==> src/rtl/rsa_decrypt_pkg.sv <==
// Shared definitions for the RSA decryption core: FSM encoding, multiplier latency
// and the finish-latency formula used by both the RTL and its bench.
package rsa_decrypt_pkg;

  typedef enum logic [2:0] {
    IDLE,
    CHECK,
    SQR,
    MUL,
    DONE
  } state_t;

  // Cycles per modular multiply: issue + one per operand bit + done.
  function automatic int mm_lat(input int width);
    return 2 * width + 2;
  endfunction

  function automatic int op_count(input int width, input bit const_time, input logic [63:0] d);
    int ops;
    ops = 2 * width;
    if (const_time) begin
      ops = 4 * width;
    end else begin
      for (int i = 0; i < 2 * width; i++) begin
        if (d[i]) ops++;
      end
    end
    return ops;
  endfunction

  function automatic int finish_cycle(input int width, input bit const_time, input logic [63:0] d);
    return 2 + op_count(width, const_time, d) * mm_lat(width);
  endfunction

endpackage

==> src/rtl/rsa_decrypt_if.sv <==
// Request/response bundle of the RSA decryption core.
interface rsa_decrypt_if #(
  parameter int WIDTH = 8
);
  logic               start;
  logic [2*WIDTH-1:0] c;
  logic [2*WIDTH-1:0] d;
  logic [2*WIDTH-1:0] n;
  logic [2*WIDTH-1:0] m;
  logic               busy;
  logic               finish;
  logic               err;

  modport master (output start, c, d, n, input m, busy, finish, err);
  modport slave  (input start, c, d, n, output m, busy, finish, err);
endinterface

==> src/rtl/rsa_decrypt_mod_mult.sv <==
// Interleaved shift-add modular multiplier: result = a*b mod n, one bit of b per cycle,
// MSB first. Operands must already be reduced (a, b < n).
module rsa_decrypt_mod_mult
  import rsa_decrypt_pkg::*;
#(
  parameter int WIDTH = 8
) (
  input  logic               clk,
  input  logic               rst,
  input  logic               start,
  input  logic [2*WIDTH-1:0] a,
  input  logic [2*WIDTH-1:0] b,
  input  logic [2*WIDTH-1:0] n,
  output logic               done,
  output logic [2*WIDTH-1:0] result
);

  localparam int W2   = 2 * WIDTH;
  localparam int ITER = mm_lat(WIDTH) - 2;
  localparam int CW   = $clog2(ITER + 1);

  logic [W2-1:0] a_reg, b_reg, n_reg, r, r_next;
  logic [CW-1:0] cnt;
  logic [W2:0]   n_ext, dbl, dbl_sub, dbl_mod, sum, sum_sub;

  // One iteration: r = 2r mod n, then r = r + a mod n when the current b bit is set.
  // Both steps stay below 2n, so a single conditional subtract suffices.
  always_comb begin
    n_ext   = {1'b0, n_reg};
    dbl     = {r, 1'b0};
    dbl_sub = dbl - n_ext;
    dbl_mod = (dbl >= n_ext) ? dbl_sub : dbl;
    sum     = dbl_mod + {1'b0, a_reg};
    sum_sub = sum - n_ext;
    r_next  = dbl_mod[W2-1:0];
    if (b_reg[W2-1]) begin
      r_next = (sum >= n_ext) ? sum_sub[W2-1:0] : sum[W2-1:0];
    end
  end

  always_ff @(posedge clk) begin
    if (rst) begin
      a_reg <= '0;
      b_reg <= '0;
      n_reg <= '0;
      r     <= '0;
      cnt   <= '0;
      done  <= 1'b0;
    end else begin
      done <= 1'b0;
      if (start) begin
        a_reg <= a;
        b_reg <= b;
        n_reg <= n;
        r     <= '0;
        cnt   <= CW'(ITER);
      end else if (cnt != '0) begin
        r     <= r_next;
        b_reg <= {b_reg[W2-2:0], 1'b0};
        cnt   <= cnt - 1'b1;
        if (cnt == CW'(1)) done <= 1'b1;
      end
    end
  end

  assign result = r;

endmodule

==> src/rtl/rsa_decrypt.sv <==
// RSA decryption core: m = c^d mod n by left-to-right square-and-multiply over all
// exponent bits; CONST_TIME makes the multiply unconditional so latency ignores d.
module rsa_decrypt
  import rsa_decrypt_pkg::*;
#(
  parameter int WIDTH      = 8,
  parameter bit CONST_TIME = 1'b0
) (
  input  logic         clk,
  input  logic         rst,
  rsa_decrypt_if.slave bus
);

  localparam int W2 = 2 * WIDTH;
  localparam int IW = $clog2(W2);

  state_t        state, state_next;
  logic [W2-1:0] c_reg, d_reg, n_reg, acc, acc_next, m_reg;
  logic [IW-1:0] idx;
  logic          err_reg, issue;
  logic          mm_start, mm_done;
  logic [W2-1:0] mm_b, mm_result;
  logic          d_bit, last, bad, advance;

  assign d_bit   = d_reg[idx];
  assign last    = (idx == '0);
  assign bad     = (n_reg < W2'(2)) || (c_reg >= n_reg);
  assign advance = mm_done && ((state == SQR && !(d_bit || CONST_TIME)) || state == MUL);

  always_ff @(posedge clk) begin
    if (rst) state <= IDLE;
    else     state <= state_next;
  end

  always_comb begin
    state_next = state;
    case (state)
      IDLE:  if (bus.start) state_next = CHECK;
      CHECK: state_next = bad ? DONE : SQR;
      SQR: begin
        if (mm_done) begin
          if (d_bit || CONST_TIME) state_next = MUL;
          else if (last)           state_next = DONE;
          else                     state_next = SQR;
        end
      end
      MUL:     if (mm_done) state_next = last ? DONE : SQR;
      DONE:    state_next = IDLE;
      default: state_next = IDLE;
    endcase
  end

  always_comb begin
    bus.busy   = (state != IDLE);
    bus.finish = (state == DONE);
    mm_start   = issue;
    mm_b       = (state == MUL) ? c_reg : acc;
  end

  // A discarded multiply (CONST_TIME with a zero exponent bit) leaves acc untouched.
  always_comb begin
    acc_next = acc;
    if (mm_done && (state == SQR || (state == MUL && d_bit))) acc_next = mm_result;
  end

  always_ff @(posedge clk) begin
    if (rst) begin
      c_reg   <= '0;
      d_reg   <= '0;
      n_reg   <= '0;
      acc     <= '0;
      idx     <= '0;
      m_reg   <= '0;
      err_reg <= 1'b0;
      issue   <= 1'b0;
    end else begin
      issue <= (state_next == SQR || state_next == MUL) && (state_next != state || mm_done);
      acc   <= acc_next;
      if (state == IDLE && bus.start) begin
        c_reg <= bus.c;
        d_reg <= bus.d;
        n_reg <= bus.n;
        acc   <= W2'(1);
        idx   <= IW'(W2 - 1);
      end
      if (advance && !last) idx <= idx - 1'b1;
      if (state_next == DONE) begin
        m_reg   <= (state == CHECK) ? '0 : acc_next;
        err_reg <= (state == CHECK);
      end
    end
  end

  assign bus.m   = m_reg;
  assign bus.err = err_reg;

  rsa_decrypt_mod_mult #(.WIDTH(WIDTH)) u_mod_mult (
    .clk    (clk),
    .rst    (rst),
    .start  (mm_start),
    .a      (acc),
    .b      (mm_b),
    .n      (n_reg),
    .done   (mm_done),
    .result (mm_result)
  );

endmodule

==> src/flat_wrapper.sv <==
// flat-port wrapper written by rule: the top's interface ports become plain ports
module rsa_decrypt_flat import rsa_decrypt_pkg::*;
#(
  parameter int WIDTH      = 8,
  parameter bit CONST_TIME = 1'b0
)
  (clk, rst, bus_start, bus_c, bus_d, bus_n, bus_m, bus_busy, bus_finish, bus_err);
  rsa_decrypt_if #(.WIDTH(WIDTH)) bus_i ();
  input  logic clk;
  input  logic rst;
  input wire logic [$bits(bus_i.start)-1:0] bus_start;
  input wire logic [$bits(bus_i.c)-1:0] bus_c;
  input wire logic [$bits(bus_i.d)-1:0] bus_d;
  input wire logic [$bits(bus_i.n)-1:0] bus_n;
  output wire logic [$bits(bus_i.m)-1:0] bus_m;
  output wire logic [$bits(bus_i.busy)-1:0] bus_busy;
  output wire logic [$bits(bus_i.finish)-1:0] bus_finish;
  output wire logic [$bits(bus_i.err)-1:0] bus_err;
  assign bus_i.start = bus_start;
  assign bus_i.c = bus_c;
  assign bus_i.d = bus_d;
  assign bus_i.n = bus_n;
  assign bus_m = bus_i.m;
  assign bus_busy = bus_i.busy;
  assign bus_finish = bus_i.finish;
  assign bus_err = bus_i.err;
  rsa_decrypt #(.WIDTH(WIDTH), .CONST_TIME(CONST_TIME)) u_core (.clk(clk), .rst(rst), .bus(bus_i));
endmodule
==> config.mk <==
export PLATFORM = sky130hd
export DESIGN_NAME = rsa_decrypt_flat
export DESIGN_NICKNAME = d
export VERILOG_FILES = /design/src/rtl/rsa_decrypt_pkg.sv /design/src/rtl/rsa_decrypt_if.sv /design/src/rtl/rsa_decrypt_mod_mult.sv /design/src/rtl/rsa_decrypt.sv /design/src/flat_wrapper.sv
export SDC_FILE = /design/constraint.sdc
export NUM_CORES = 1
export LEC_CHECK = 0
export CAP_MARGIN = 20
export CORE_UTILIZATION = 53
export DETAILED_ROUTE_END_ITERATION = 7
export HOLD_SLACK_MARGIN = 0.15
export PLACE_DENSITY_LB_ADDON = 0.1
export SYNTH_ARGS = -nofsm -noshare
export SYNTH_HDL_FRONTEND = slang
export SYNTH_HIERARCHICAL = 1
export SYNTH_SLANG_ARGS = --single-unit
==> constraint.sdc <==
create_clock -name clk -period 10.34 [get_ports clk]
set_clock_uncertainty 0.2 [all_clocks]
set_input_delay 1.034 -clock clk [delete_from_list [all_inputs] [get_ports clk]]
set_output_delay 1.034 -clock clk [all_outputs]
set_load 0.01 [all_outputs]
# --- Word-level counts from Yosys, hierarchy flattened ---
# Index checks and enable logic that the tools add are counted.
op_classes:
  n_reduce_logical: 23
  n_eq_ne: 9
  magnitude_cmp: 5
  n_mux: 23
  bitwise: 1
  n_addsub: 5
ops:
  columns: ["cell", "count"]
  rows:
  - ["16-bit 2-to-1 mux", 7]
  - ["17-bit by 16-bit >= comparator with 1-bit output", 2]
  - ["3-bit 2-to-1 mux", 6]
  - ["17-bit by 16-bit adder with 17-bit output", 1]
  - ["17-bit 2-to-1 mux", 1]
  - ["17-bit by 16-bit subtractor with 17-bit output", 1]
  - ["16-bit >= comparator", 1]
  - ["16-bit by 2-bit less-than comparator with 1-bit output, second input constant", 1]
  - ["16-bit subtractor", 1]
  - ["3-bit by 2-bit == test with 1-bit output, second input constant", 4]
  - ["3-bit one-hot mux with 4 select lines", 1]
  - ["5-bit 2-to-1 mux", 2]
  - ["4-bit 2-to-1 mux", 2]
  - ["1-bit logical AND", 7]
  - ["3-bit == test, second input constant", 2]
  - ["5-bit by 1-bit == test with 1-bit output, second input constant", 1]
  - ["1-bit logical OR", 5]
  - ["4-bit by 5-bit less-than comparator with 1-bit output, second input constant", 1]
  - ["5-bit nonzero test", 1]
  - ["5-bit by 1-bit subtractor with 5-bit output, second input constant", 1]
  - ["1-bit binary-select mux with 4-bit select", 1]
  - ["4-bit logical NOT", 1]
  - ["2-bit nonzero test", 2]
  - ["2-bit OR reduction", 2]
  - ["9 further kinds", 12]
totals:
  regBits: 159
  wordCells: 83

# --- Depth between registers and ports, before layout ---
logic_depth:
  depth_word: 8
  ltp_mapped: 30
  mapped_depth_nobuf: 28

# --- Cells and area by module ---
# The synthesis kept the hierarchy.
modules_own_cells:
  columns: ["mod", "cells_each", "seq_area_each_um2", "instances", "area_each_um2"]
  rows:
  - ["rsa_decrypt_mod_mult", 681, 1401.3, 1, 5449.0]
  - ["rsa_decrypt", 471, 1781.7, 1, 4031.4]

# --- Worst setup path before layout ---
# No wires, ideal clock.
synth_timing:
  path_type: "register to register"
  startpoint: "reg u_core.u_mod_mult.n_reg[14]"
  endpoint: "reg u_core.u_mod_mult.r[4] (netlist: u_core/u_mod_mult/result[4])"
  t_required_ps: 10053
  path_stages_with_launch: 27
  slack_ps: 4278
  setup_time_ps: 87
  arrival_time_ps: 5775
  path_cell_list: "dfxtp_1 -> inv_1 -> ha_1 -> a21o_1 -> a211o_1 -> or3_4 -> a21oi_4 -> nor2_4 -> clkbuf_1 -> mux2_2 -> ha_1 -> nand3_1 -> o211ai_1 -> o2111ai_1 -> a21o_1 -> a211o_1 -> nand3b_1 -> xor2_1 -> ha_1 -> nand3_1 -> nor3_1 -> a41oi_1 -> nand2_1 -> nand4b_2 -> a21oi_4 -> mux2_2 -> o31ai_1"
synth_between:
  elab_chain_cells: 6
  elab_cells_between_ends: 8
  classes_between: "add/sub: 3; order compare: 2; mux: 3"
synth_rtl:
  columns: ["item", "line", "text"]
  rows:
  - ["start: declaration", "rsa_decrypt_mod_mult.sv:22", "logic [W2-1:0] a_reg, b_reg, n_reg, r, r_next;"]
  - ["start signal: assignment", "rsa_decrypt_mod_mult.sv:54", "n_reg <= n;"]
  - ["17-bit by 16-bit subtractor with 17-bit output or 17-bit by 16-bit >= comparator with 1-bit output (tied branches)", "rsa_decrypt_mod_mult.sv:31, rsa_decrypt_mod_mult.sv:32", null]
  - ["17-bit 2-to-1 mux", "rsa_decrypt_mod_mult.sv:32", "dbl_mod = (dbl >= n_ext) ? dbl_sub : dbl;"]
  - ["17-bit by 16-bit adder with 17-bit output", "rsa_decrypt_mod_mult.sv:33", "sum = dbl_mod + {1'b0, a_reg};"]
  - ["17-bit by 16-bit >= comparator with 1-bit output or 16-bit subtractor (tied branches)", "rsa_decrypt_mod_mult.sv:37, rsa_decrypt_mod_mult.sv:34", null]
  - ["16-bit 2-to-1 mux", "rsa_decrypt_mod_mult.sv:37", "r_next = (sum >= n_ext) ? sum_sub[W2-1:0] : sum[W2-1:0];"]
  - ["16-bit 2-to-1 mux (*)", "rsa_decrypt_mod_mult.sv:36", "if (b_reg[W2-1]) begin"]
  - ["end signal: assignment", "rsa_decrypt_mod_mult.sv:58", "r <= r_next;"]
  - ["end: declaration", "rsa_decrypt_mod_mult.sv:22", null]
# Mark *: on every way between the ends. The rest lies on a longest branch, timed or not.
# A chain may end at the register's enable or synchronous reset.

# --- Worst setup path in the final report ---
layout_timing:
  startpoint: "reg u_core.u_mod_mult.n_reg[8]"
  endpoint: "reg u_core.u_mod_mult.r[4] (netlist: u_core/u_mod_mult/result[4])"
# The elaborated chain is that of the path after synthesis.

==> results by group <==
Timing
  – RSZ-0062 raised after global routing: no
  – Slack of the critical path: 3.30 ns
  – FMAX: 142 MHz
  – Final Hold Vio Count: 0
  – Tcrit/Tclk final: 68.1%
  – Relative slew slack: 25.9%
  – Setup_tns: 0 ns
  – Final critical-path required period: 7.04 ns
  – Pins Over Slew Limit: 0
  – Hold WS: 0.256 ns
  – Final-report setup violation count: 0
  – Slew @ Worst Pin: 1.11 ns

Clock tree
  – Worst-path clk slew: 0.07 ns
  – CTS H-tree lvls: 4
  – Number of gates resized after cts: 0
  – Clock Path Buffers: 2
  – Clock sinks: 159
  – CTS Hold Buffers Added: 0
  – CTS tree: done
  – Root Buffer: clkbuf_16
  – CTS Buf Count: 17
  – # Post-CTS Setup Buffers: 0
  – Worst-Skew Late Latency: 0.43 ns

Power and ir drop
  – LEAKAGE: 0.00435 uW
  – PwrDens: 354 nW/um^2
  – Maximum VDD drop: 406 uV

Global route
  – Initial antenna violation count: 0
  – Total gr overflow: 0
  – First-pass GRT wire length: 41100 um
  – Vias in the first global route: 7736
  – Pin count of the biggest net entering global routing: 87
  – Tot GR Track Use: 29.3%

Finish
  – Area growth syn-to-layout: 15.4%
  – Layout cells sized above 1: 7.38%
  – Leading cell type in the layout, fill and taps excluded: nand2_1
  – Most frequent cells in the layout: 160 x nand2_1, 158 x dfxtp_1, 140 x a21oi_1
  – Core Util, Final: 63.0%
  – Ant. Diodes: 0
  – Final #Nets: 1316

Hold path
  – Worst Hold Class: flip-flop to flip-flop
  – Hold worst-path end: u_core/c_reg[0]
  – Hold path cells: 2
  – HP Start: u_core/c_reg[0]

Yosys
  – Ys flop type: dfxtp_1
  – Count of state elements after synthesis: 159
  – Net Count, Synth: 1275
  – Sequential area share after synthesis: 33.6%
  – Syn Area/Cell: 8.23 sq um
  – Post-synth EDFFs: 0
  – FFs w/ async S/R, synth: 0%
  – Netlist cell types: 80
  – Cell Area, Synth: 9480 sq um
  – Synth warn: 6
  – Synth Instances: 1152

Route
  – Wire per inst: 18.4 um
  – Vias: 8444
  – DRC viols: 0
  – Vias per cell: 5.90
  – 1st-iter DRT viols: 629
  – DRT antenna net count: 0
  – DRT Wirelength: 26400 um
  – Pre-antenna DRT Iters: 5

Setup path
  – CP dominant cell by count: ha_1
  – CP startpoint kind: flip-flop
  – Arrival time worst endpoint: 7.18 ns
  – R2R Setup Slk: 3.30 ns
  – Max FO, Critical Path: 25
  – Worst endpoint required time: 10.48 ns
  – Reg2reg start: u_core/u_mod_mult/n_reg[8]
  – CP endpoint kind: flip-flop
  – R2R depth: 25
  – WS Path Type: flip-flop to flip-flop
  – Slowest stage delay, CP: 0.62 ns
  – Worst R2R End: u_core/u_mod_mult/result[4]
  – CP max-delay cell: a21oi_4
  – CP startpoint: u_core/u_mod_mult/n_reg[8]

Floorplan
  – Die Wd: 136 um
  – Die H: 136 um
  – FP Rows: 48
  – Core area: 17400 sq um
  – Initial Utilization: 54.6%
  – Die Area: 18400 sq um
  – # IOs: 70

Placement
  – DP HPWL: 19200 um
  – Worst slack, placed: 3.45 ns
  – Number of port buffers: 69
  – GPL Wtd Cong: 0.969

Run status
  – Status: finished, final reports clean

Job
  – Max Cap Violations: 0
## cell type report
| cell class | instances | area (sq um) |
|---|---|---|
| Fill cell | 1565 | 6410 |
| Multi-Input combinational cell | 861 | 5770 |
| Sequential cell | 159 | 3180 |
| Timing Repair Buffer | 77 | 753 |
| Clock buffer | 17 | 425 |
| Inverter | 77 | 289 |
| Tap cell | 225 | 282 |
| Clock inverter | 15 | 244 |
## cell families (layout without fill, tap and decap cells)
logic type | count (synthesis) | count (layout) | share of synthesized area (%)
buffers and inverters | 132 | 186 | 5.70
flip-flops | 159 | 159 | 33.6
XOR/XNOR | 39 | 39 | 3.60
AND/OR/NAND/NOR | 366 | 366 | 17.0
adder cells (fa/ha/maj) | 72 | 72 | 9.74
multiplexers | 87 | 87 | 9.74
AO/OA/AOI/OAI | 297 | 297 | 20.6
## critical path: cells and delay by family (launching register included)
| family | cells | cell delay (ns) |
|---|---|---|
| flip-flops | 1 | 0.33 |
| buffers and inverters | 1 | 0.07 |
| adder cells (fa/ha/maj) | 3 | 1.07 |
| XOR/XNOR | 1 | 0.25 |
| AND/OR/NAND/NOR | 8 | 1.53 |
| AO/OA/AOI/OAI | 10 | 2.68 |
| multiplexers | 2 | 0.82 |
## metal layers
metal | GRT usage (%) | part of all wire [%] | vias to the layer above
met3 | 4.56 | 6.2 | 55
met2 | 46.7 | 46 | 328
met5 | 0 | 0 | -
met4 | 12.4 | 3.0 | 0
li1 | - | - | 4142
met1 | 39.2 | 44 | 3919
## cell usage after synthesis (3+ instances only)
cell      count  area share, %
o31ai_1      12           0.95
nor3_1       15           0.79
nor4b_1       3           0.28
a211oi_1     10           0.79
buf_6         3           0.36
inv_1        77            3.0
ha_1         69            9.1
buf_1         4           0.16
nor2_1      112            4.4
mux2i_1      63            6.7
nand3b_1      4           0.32
or3_1         3           0.20
clkbuf_1     44            1.7
a21oi_1     140            7.4
fa_1          3           0.63
or2_2         4           0.26
xor2_1       10           0.92
o21ai_0      23            1.2
nand2_1     161            6.4
nor3b_1       3           0.24
and3_1        6           0.40
nand4_1       4           0.26
o21a_1        6           0.48
xnor2_1      29            2.7
o211ai_1      3           0.24
o21bai_1     12           0.95
a31oi_1       6           0.40
o22ai_1       3           0.20
nand3_1      20            1.1
o221ai_1      4           0.37
mux2_2       22            2.6
nor4_1        5           0.33
o32ai_1      15            1.4
dfxtp_1     159             34
a211o_1       3           0.28
nor2b_1       5           0.33
nand2b_1     10           0.66
a21o_1       20            1.6
## through the flow
stage               total power [uW]  instance area (sq um)  std cells
floorplan                       2510                   9480       1152
CTS                             3820                  10900       1430
detailed placement              3080                  10300       1398
global placement                3070                  10300       1398
global route                    4090                  10900       1431
finish                          3870                  10900       1431
## worst max-delay path by stage
stage               cells after the start                           to
floorplan                              26  u_core/u_mod_mult/result[4]
global placement                       25  u_core/u_mod_mult/result[6]
detailed placement                     25  u_core/u_mod_mult/result[4]
CTS                                    25  u_core/u_mod_mult/result[4]
global route                           25  u_core/u_mod_mult/result[4]
finish                                 25  u_core/u_mod_mult/result[4]
## report_power, final
| group | switching [uW] | internal (uW) |
|---|---|---|
| Clock | 283 | 438 |
| Combinational | 1470 | 921 |
| Sequential | 81.3 | 675 |
No activity file was read; power rests on OpenSTA's default activity.
